--- config.mk ---
export PLATFORM = sky130hd
export DESIGN_NAME = jclk_stepper
export DESIGN_NICKNAME = d
export VERILOG_FILES = /design/src/rtl/jclk_pkg.sv /design/src/rtl/jclk_stepper_ring.sv /design/src/rtl/jclk_stepper.sv
export SDC_FILE = /design/constraint.sdc
export NUM_CORES = 1
export LEC_CHECK = 0
export CAP_MARGIN = 10
export CORE_MARGIN = 4
export CORE_UTILIZATION = 40
export CTS_CLUSTER_DIAMETER = 40
export DETAILED_ROUTE_END_ITERATION = 7
export PLACE_DENSITY = 0.74
export SYNTH_ARGS = -nofsm -noshare
export SYNTH_HDL_FRONTEND = slang
export SYNTH_SLANG_ARGS = --single-unit
--- constraint.sdc ---
create_clock -name clk -period 1.95 [get_ports clk]
set_input_delay 0.195 -clock clk [delete_from_list [all_inputs] [get_ports clk]]
set_output_delay 0.195 -clock clk [all_outputs]
set_load 0.02 [all_outputs]
--- src/rtl/jclk_pkg.sv ---
// Shared types and constants for the jclk_stepper CPU clock/step generator.
// Holds the run-state enum, phase encodings and the per-phase clock table.
package jclk_pkg;

   typedef enum logic [1:0] {
      IDLE   = 2'd0,
      RUN    = 2'd1,
      HALTED = 2'd2
   } jclk_state_e;

   localparam logic [1:0] PH0 = 2'd0;
   localparam logic [1:0] PH1 = 2'd1;
   localparam logic [1:0] PH2 = 2'd2;
   localparam logic [1:0] PH3 = 2'd3;

   localparam int NSTEPS_DEF = 6;

   // Clock bundle per phase, packed as {clk, clkd, clke, clks}.
   function automatic logic [3:0] phase_clocks(input logic [1:0] ph);
      logic [3:0] r;
      case (ph)
         PH0:     r = 4'b1010;
         PH1:     r = 4'b1111;
         PH2:     r = 4'b0110;
         default: r = 4'b0000;
      endcase
      return r;
   endfunction

endpackage

--- src/rtl/jclk_stepper_ring.sv ---
// One-hot step ring: clr empties it, load0 selects step 0, adv rotates one step.
// Priority is clr, then load0, then adv.
module jring_stepper #(
   parameter int NSTEPS = 6
) (
   input  logic              clk,
   input  logic              reset,
   input  logic              clr,
   input  logic              load0,
   input  logic              adv,
   output logic [0:NSTEPS-1] stp_q
);

   logic [0:NSTEPS-1] stp_d;

   always_comb begin
      stp_d = stp_q;
      if (clr) begin
         stp_d = '0;
      end else if (load0) begin
         stp_d    = '0;
         stp_d[0] = 1'b1;
      end else if (adv) begin
         stp_d = {stp_q[NSTEPS-1], stp_q[0:NSTEPS-2]};
      end
   end

   always_ff @(posedge clk or posedge reset) begin
      if (reset) begin
         stp_q <= '0;
      end else begin
         stp_q <= stp_d;
      end
   end

endmodule

--- src/rtl/jclk_stepper.sv ---
// CPU clock-phase and step-bus generator with run/halt sequencing and an instruction counter.
// Optional single-step mode is enabled with the JCLK_SINGLE_STEP_EN macro.
module jclk_stepper
   import jclk_pkg::*;
#(
   parameter int NSTEPS = NSTEPS_DEF,
   parameter int CNT_W  = 16
) (
   input  logic              clk,
   input  logic              reset,
   input  logic              run,
   input  logic              halt,
`ifdef JCLK_SINGLE_STEP_EN
   input  logic              step_req,
   input  logic              single,
`endif
   output logic              CLK_clk,
   output logic              CLK_clkd,
   output logic              CLK_clke,
   output logic              CLK_clks,
   output logic [0:NSTEPS-1] STP_bus,
   output logic              running,
   output logic [CNT_W-1:0]  instr_cnt
);

   jclk_state_e      state_q, state_d;
   logic [1:0]       phase_q, phase_d;
   logic             halt_pend_q, halt_pend_d;
   logic [CNT_W-1:0] cnt_q, cnt_d;
   logic [3:0]       clks_q, clks_d;
   logic             running_q, running_d;

   logic ring_clr, ring_load0, ring_adv;
   logic start_req, single_stop;

`ifdef JCLK_SINGLE_STEP_EN
   logic step_req_q;

   always_ff @(posedge clk or posedge reset) begin
      if (reset) begin
         step_req_q <= 1'b0;
      end else begin
         step_req_q <= step_req;
      end
   end

   // Only a fresh rising edge of step_req may restart a halted machine.
   assign start_req   = run | (step_req & ~step_req_q);
   assign single_stop = single;
`else
   assign start_req   = run;
   assign single_stop = 1'b0;
`endif

   jring_stepper #(
      .NSTEPS (NSTEPS)
   ) u_ring (
      .clk   (clk),
      .reset (reset),
      .clr   (ring_clr),
      .load0 (ring_load0),
      .adv   (ring_adv),
      .stp_q (STP_bus)
   );

   always_comb begin
      state_d     = state_q;
      phase_d     = phase_q;
      halt_pend_d = halt_pend_q;
      cnt_d       = cnt_q;
      ring_clr    = 1'b0;
      ring_load0  = 1'b0;
      ring_adv    = 1'b0;

      case (state_q)
         IDLE: begin
            if (run) begin
               state_d    = RUN;
               phase_d    = PH0;
               ring_load0 = 1'b1;
            end
         end
         HALTED: begin
            if (start_req) begin
               state_d    = RUN;
               phase_d    = PH0;
               ring_load0 = 1'b1;
            end
         end
         RUN: begin
            phase_d = phase_q + 2'd1;
            if (halt) begin
               halt_pend_d = 1'b1;
            end
            // The last phase of the last step closes the instruction; a halt seen in that very cycle still counts.
            if (phase_q == PH3) begin
               if (STP_bus[NSTEPS-1]) begin
                  cnt_d = cnt_q + CNT_W'(1);
                  if (halt_pend_q || halt || single_stop) begin
                     state_d     = HALTED;
                     halt_pend_d = 1'b0;
                     ring_clr    = 1'b1;
                  end else begin
                     ring_adv = 1'b1;
                  end
               end else begin
                  ring_adv = 1'b1;
               end
            end
         end
         default: begin
            state_d  = IDLE;
            ring_clr = 1'b1;
         end
      endcase

      clks_d    = (state_d == RUN) ? phase_clocks(phase_d) : 4'b0000;
      running_d = (state_d == RUN);
   end

   always_ff @(posedge clk or posedge reset) begin
      if (reset) begin
         state_q     <= IDLE;
         phase_q     <= PH0;
         halt_pend_q <= 1'b0;
         cnt_q       <= '0;
         clks_q      <= 4'b0000;
         running_q   <= 1'b0;
      end else begin
         state_q     <= state_d;
         phase_q     <= phase_d;
         halt_pend_q <= halt_pend_d;
         cnt_q       <= cnt_d;
         clks_q      <= clks_d;
         running_q   <= running_d;
      end
   end

   assign CLK_clk   = clks_q[3];
   assign CLK_clkd  = clks_q[2];
   assign CLK_clke  = clks_q[1];
   assign CLK_clks  = clks_q[0];
   assign running   = running_q;
   assign instr_cnt = cnt_q;

endmodule

==> flow_summary.yaml, run 1 <==
synthesis:
  ys_warnings: 0
  synth.lib_cells_used.distinct: 27
  netlist_instances: 128
  synth.ff_latch_count: 32
  ys.flop_type: "sky130_fd_sc_hd__dfrtp_1"
  synth_enable_flop_cells: 0
  synth.avg_cell_area_um2: 10.9
  ys_async_sr_fraction: 1.00
  synthesis.area_um2: 1400
  synth_sequential_area_ratio: 0.571
  mappedNetlistNets: 137
finish:
  num-fill-cells: 324
  area_growth_pct: 31.6
  drive_gt1_frac: 0.0838
  multi_input_comb_area_um2: 576
  finish.cell_count_without_fillers: 213
  sequential_cell_area_um2: 801
  top_library_cells_by_usage_in_the_layout_fill_and_taps_aside: "sky130_fd_sc_hd__dfrtp_1 (32), sky130_fd_sc_hd__clkdlybuf4s50_1 (30), sky130_fd_sc_hd__nand2_1 (18)"
  fin_nets: 175
  leading_cell_type_in_the_layout_fill_and_taps_excluded: "sky130_fd_sc_hd__dfrtp_1"
  diodes: 0
power:
  power.static_leakage_nw: 0.791
  p_clk_frac: 0.207
  switching_power_mw: 0.873
  irDropWorstVdd_mv: 0.698
  sw_frac_of_total: 0.366
  combPwrFrac: 0.391
  power_density_nw_per_um2: 1290
  power.internal_mw: 1.51
  share_seq_of_total_power: 0.402
cts:
  clock_insertion_delay_worst_skew_ps: 340
  cts_tree: "done"
  number_of_setup_buffers_added_after_cts: 0
  number_of_buffers_on_the_longest_clock_path: 2
  ctsHtreeMaxLevel: 2
  ctsHoldBuffers: 0
  number_of_sinks_handled_by_clock_tree_synthesis: 32
  cts.clk_slew.worst_paths_ps: 100
  buffer_type_at_the_clock_tree_root: "sky130_fd_sc_hd__clkbuf_4"
  cts_inserted_buffers: 5
timing:
  setup_viol: 0
  drv_slew: 0
  finalHoldViolCount: 0
  fin_crit_ps: 1780
  grt_setup_unrepaired: "no"
  maxSlewHeadroom: 0.727
  setup_tns_ps: 0
  worst_pin_slew_ps: 409
  clock.fmax_mhz: 563
  largest_clock_skew_in_the_final_design_ps: 8.99
  period_share: 0.911
setup_path:
  criticalPathCategory: "reg2reg"
  crit_arrival_ps: 2050
  worst_path_fanout_max: 3
  path_buf_inv: 1
  crit_required_ps: 2230
  critPathLaunchType: "flip-flop"
  worst_path_most_repeated_cell: "sky130_fd_sc_hd__ha_1"
  critical_path.max_stage_delay_ps: 420
  worst_path_max_delay_cell: "sky130_fd_sc_hd__dfrtp_1"
  timing.critical_path.cells: "ha_1, mux2_2, a22oi_2, inv_1, ha_1, a21oi_1, o21a_1"
  end_kind: "flip-flop"
  worst_path_dominant_cell_family: "adder cells"
detailed_routing:
  viasPerCell: 5.05
  drc: 0
  drt_pass1_iterations: 4
  wirelength_mm: 2.82
  routed_vias: 1076
  detail-route-antenna-nets: 0
  drt-initial-drc-count: 26
  post_drt_wl_per_cell_um: 13.3
grt:
  use_met1: 0.158
  groute.usage.overall: 0.143
  grt-busiest-layer: "met2"
  grt_antenna_before_repair: 0
  grtUsageMet3: 0.0616
  global_route.overflow_total: 0
  grt_pass1_wl_mm: 4.77
  grt_util_met2: 0.244
  grt_max_degree: 33
  first_global_vias: 1030
floorplan:
  die_area_um2: 4510
  placeableCoreArea_um2: 3360
  floorplan.initialDensity: 0.417
  die-height_um: 67.2
  core.rowCount: 21
  floorplan.io_pins: 31
  die_x_um: 67.2
run:
  cap_viol_max_count: 0
min_path:
  min_path_type: "in2async"
place:
  detailedPlacementHpwl_mm: 2.06
  cell_count_after_placement: 205
  buffer_ports.inserted: 30
  gp_congestion: 0.734
status:
  result_of_the_run: "finished, final reports clean"
layout make-up:
cell class	count	share of cell area
clock buffers	6	0.0224
clock inverters	2	0.0190
inverters	5	0.0102
multi-input cells	90	0.312
flip-flops and latches	32	0.434
well taps	46	0.0312
repair buffers	32	0.171
sequential cells by signal (all words and copies together), names as in the netlist:
name          cells
clks_q            4
instr_cnt        16
state_q           2
running           1
phase_q           2
u_ring.stp_q      6
halt_pend_q       1
cells by family (layout without fill, tap and decap cells):
family / Yosys count / after routing / synth area share
AO/OA/AOI/OAI: 19 / 19 / 0.0804
XOR/XNOR: 15 / 15 / 0.0938
adder cells (fa/ha/maj): 5 / 5 / 0.0446
buffers and inverters: 6 / 45 / 0.0214
flip-flops: 32 / 32 / 0.571
multiplexers: 1 / 1 / 0.00804
AND/OR/NAND/NOR: 50 / 50 / 0.180
worst reg2reg max path, cell delays in order, from the launching register on:
cell                      delay [ps]
sky130_fd_sc_hd__dfrtp_1         420
sky130_fd_sc_hd__ha_1            290
sky130_fd_sc_hd__mux2_2          270
sky130_fd_sc_hd__a22oi_2         180
sky130_fd_sc_hd__inv_1            80
sky130_fd_sc_hd__ha_1            190
sky130_fd_sc_hd__a21oi_1         150
sky130_fd_sc_hd__o21a_1          140
Yosys cell counts, types with 2 or more instances:
cell type / n / share of area
sky130_fd_sc_hd__o21a_1: 2 / 0.011
sky130_fd_sc_hd__inv_1: 5 / 0.013
sky130_fd_sc_hd__nor2_1: 7 / 0.019
sky130_fd_sc_hd__a22oi_1: 2 / 0.011
sky130_fd_sc_hd__nand3_1: 8 / 0.029
sky130_fd_sc_hd__dfrtp_1: 32 / 0.57
sky130_fd_sc_hd__xnor2_1: 14 / 0.088
sky130_fd_sc_hd__ha_1: 5 / 0.045
sky130_fd_sc_hd__a21oi_1: 10 / 0.036
sky130_fd_sc_hd__nand2_1: 18 / 0.048
sky130_fd_sc_hd__nand4_1: 7 / 0.031
sky130_fd_sc_hd__and4_1: 3 / 0.019
power by group through the flow:
stage          Clock, mW  Combinational, mW  Sequential [mW]
4_1_cts            0.510              0.944            0.958
3_5_place_dp           0              0.939            0.969
3_3_place_gp           0              0.910            0.963
6_report           0.494              0.934            0.958
5_1_grt            0.535               1.05            0.987
2_1_floorplan          0              0.471             1.08
repair_timing:
item,CTS,global route
resized for setup,0,1
hold endpoints to repair,0,0
endpoints found under the setup margin,0,1
final timing paths:
check,end,start,slack [ps],depth (start not counted)
setup / recovery,clks_q[3],phase_q[0],170,7
hold / removal,u_ring.stp_q[4],reset,240,3
setup reg to reg,clks_q[3],phase_q[0],170,7
hold reg to reg,instr_cnt[15],instr_cnt[15],480,1
max in group asynchronous,halt_pend_q,reset,1410,3
min in group clk,instr_cnt[15],instr_cnt[15],480,1
metal layers:
layer  vias to the layer above  part of all wire
met4                         0             0.018
met5                         -                 0
met2                        30              0.51
met1                       523              0.41
li1                        517                 -
met3                         6             0.066
per-stage QoR:
stage	utilization	hold slack [ps]	power (mW)	setup WS [ps]	cell area [um2]
floorplan	-	311	1.55	232	1400
detailed placement	0.524	463	1.91	76.1	1760
finish	0.548	242	2.39	174	1840
CTS	0.547	244	2.41	69.0	1840
global placement	0.524	465	1.87	191	1760
global route	0.548	264	2.57	57.7	1840
Note: power is estimated with default switching activity, not from simulation.
==> run 2: changes to the inputs <==
--- a/config.mk
+++ b/config.mk
@@ -6,11 +6,12 @@
 export NUM_CORES = 1
 export LEC_CHECK = 0
 export CAP_MARGIN = 10
+export CORE_ASPECT_RATIO = 0.8
 export CORE_MARGIN = 4
-export CORE_UTILIZATION = 40
+export CORE_UTILIZATION = 49
 export CTS_CLUSTER_DIAMETER = 40
 export DETAILED_ROUTE_END_ITERATION = 7
-export PLACE_DENSITY = 0.74
+export PLACE_DENSITY = 0.86
 export SYNTH_ARGS = -nofsm -noshare
 export SYNTH_HDL_FRONTEND = slang
 export SYNTH_SLANG_ARGS = --single-unit
==> flow_summary.yaml, run 2 (synthesis results as in run 1) <==
cts:
  ctsHoldBuffers: 0
  ctsHtreeMaxLevel: 2
  number_of_buffers_on_the_longest_clock_path: 2
  cts_inserted_buffers: 5
  cts_tree: "done"
  clock_insertion_delay_worst_skew_ps: 330
  buffer_type_at_the_clock_tree_root: "sky130_fd_sc_hd__clkbuf_4"
  cts.clk_slew.worst_paths_ps: 90
  number_of_sinks_handled_by_clock_tree_synthesis: 32
power:
  power_density_nw_per_um2: 1280
  irDropWorstVdd_mv: 0.874
  power.static_leakage_nw: 0.787
  fin_total_pwr_mw: 2.34
finish:
  area_growth_pct: 30.4
  leading_cell_type_in_the_layout_fill_and_taps_excluded: "sky130_fd_sc_hd__dfrtp_1"
  num-fill-cells: 203
  drive_gt1_frac: 0.0904
  diodes: 0
  largest_register_ff_count: 16
  fin_nets: 175
  top_library_cells_by_usage_in_the_layout_fill_and_taps_aside: "sky130_fd_sc_hd__dfrtp_1 (32), sky130_fd_sc_hd__clkdlybuf4s50_1 (30), sky130_fd_sc_hd__nand2_1 (18)"
detailed_routing:
  post_drt_wl_per_cell_um: 13.7
  drc: 0
  detail-route-antenna-nets: 0
  routed_vias: 1065
  drt_pass1_iterations: 4
  wirelength_mm: 2.79
  viasPerCell: 5.22
  drt-initial-drc-count: 30
setup_path:
  worst_path_most_repeated_cell: "sky130_fd_sc_hd__ha_1"
  worst_path_fanout_max: 3
  crit_required_ps: 2220
  worst_path_max_delay_cell: "sky130_fd_sc_hd__dfrtp_1"
  critical_path.max_stage_delay_ps: 400
  worst_path_dominant_cell_family: "adder cells"
  crit_arrival_ps: 2070
  path_buf_inv: 1
  end_kind: "flip-flop"
  timing.critical_path.cells: "ha_1, mux2_2, a22oi_2, inv_1, ha_1, a21oi_2, o21a_1"
  crit_cells: 7
  r2r_cells: 7
  critPathLaunchType: "flip-flop"
  criticalPathCategory: "reg2reg"
grt:
  grt_pass1_wl_mm: 4.85
  groute.usage.overall: 0.172
  grt_antenna_before_repair: 0
  grt_max_degree: 33
  first_global_vias: 1131
  global_route.overflow_total: 0
timing:
  setup_tns_ps: 0
  setup_viol: 0
  fin_crit_ps: 1800
  grt_setup_unrepaired: "no"
  drv_slew: 0
  worst_pin_slew_ps: 399
  maxSlewHeadroom: 0.734
  largest_clock_skew_in_the_final_design_ps: 6.55
  finalHoldViolCount: 0
  period_share: 0.921
  clock.fmax_mhz: 557
  holdWs_ps: 244
floorplan:
  placeableCoreArea_um2: 2740
  die_x_um: 67.8
  floorplan.initialDensity: 0.511
  die-height_um: 55.8
  core.rowCount: 17
  floorplan.io_pins: 31
  die_area_um2: 3780
run:
  cap_viol_max_count: 0
place:
  buffer_ports.inserted: 30
  gp_congestion: 0.810
  detailedPlacementHpwl_mm: 2.05
min_path:
  min_path_type: "in2async"
status:
  result_of_the_run: "finished, final reports clean"
-- run 2: area by class of cell --
type,instances,area (um2),area share
Tap cell,38,47.5,0.0260
Multi-Input combinational cell,90,579,0.317
Clock buffer,7,65.1,0.0356
Timing Repair Buffer,32,315,0.173
Inverter,5,18.8,0.0103
Sequential cell,32,801,0.438
-- run 2: stage by stage --
step / cells / utilization / setup slack (ps) / area (um2)
final: 204 / 0.666 / 154 / 1830
after global routing: 204 / 0.666 / 54.5 / 1830
after CTS: 204 / 0.663 / 29.5 / 1820
after detailed placement: 197 / 0.639 / 67.2 / 1750
after global placement: 197 / 0.639 / 177 / 1750
after floorplan: 128 / - / 232 / 1400
-- run 2: worst reg2reg max path, delay by kind of cell (launching register included) --
family          cells  cell delay (ps)
mux                 1              270
flops               1              400
compound gates      3              460
fa+ha+maj           2              510
buf+inv             1              100
-- run 2: path summary, 6_finish.rpt --
| kind | startpoint | endpoint | slack [ps] |
|---|---|---|---|
| worst max-delay path | phase_q[0] | clks_q[3] | 150 |
| worst min-delay path | reset | clks_q[0] | 240 |
| worst max register to register | phase_q[0] | clks_q[3] | 150 |
| worst min register to register | instr_cnt[15] | instr_cnt[15] | 480 |
| max in group asynchronous | reset | u_ring.stp_q[2] | 1420 |
| min in group clk | instr_cnt[15] | instr_cnt[15] | 480 |
-- run 2: power breakdown --
| group | leakage [nW] | internal [mW] | switching, mW |
|---|---|---|---|
| Clock | 0.0374 | 0.204 | 0.207 |
| Sequential | 0.417 | 0.821 | 0.137 |
| Combinational | 0.332 | 0.435 | 0.533 |
| Total | 0.787 | 1.46 | 0.876 |
-- run 2: repair_timing --
| item | in CTS | in global routing |
|---|---|---|
| gates resized for setup | 0 | 2 |
| setup buffers | 0 | 0 |
| endpoints found under the setup margin | 0 | 1 |
-- run 2: routing by layer --
metal | vias up | track usage | part of all wire
li1 | 513 | - | -
met2 | 25 | 0.293 | 0.52
met1 | 520 | 0.184 | 0.41
met4 | 0 | 0.0935 | 0.020
met5 | - | 0 | 0
met3 | 7 | 0.0566 | 0.053
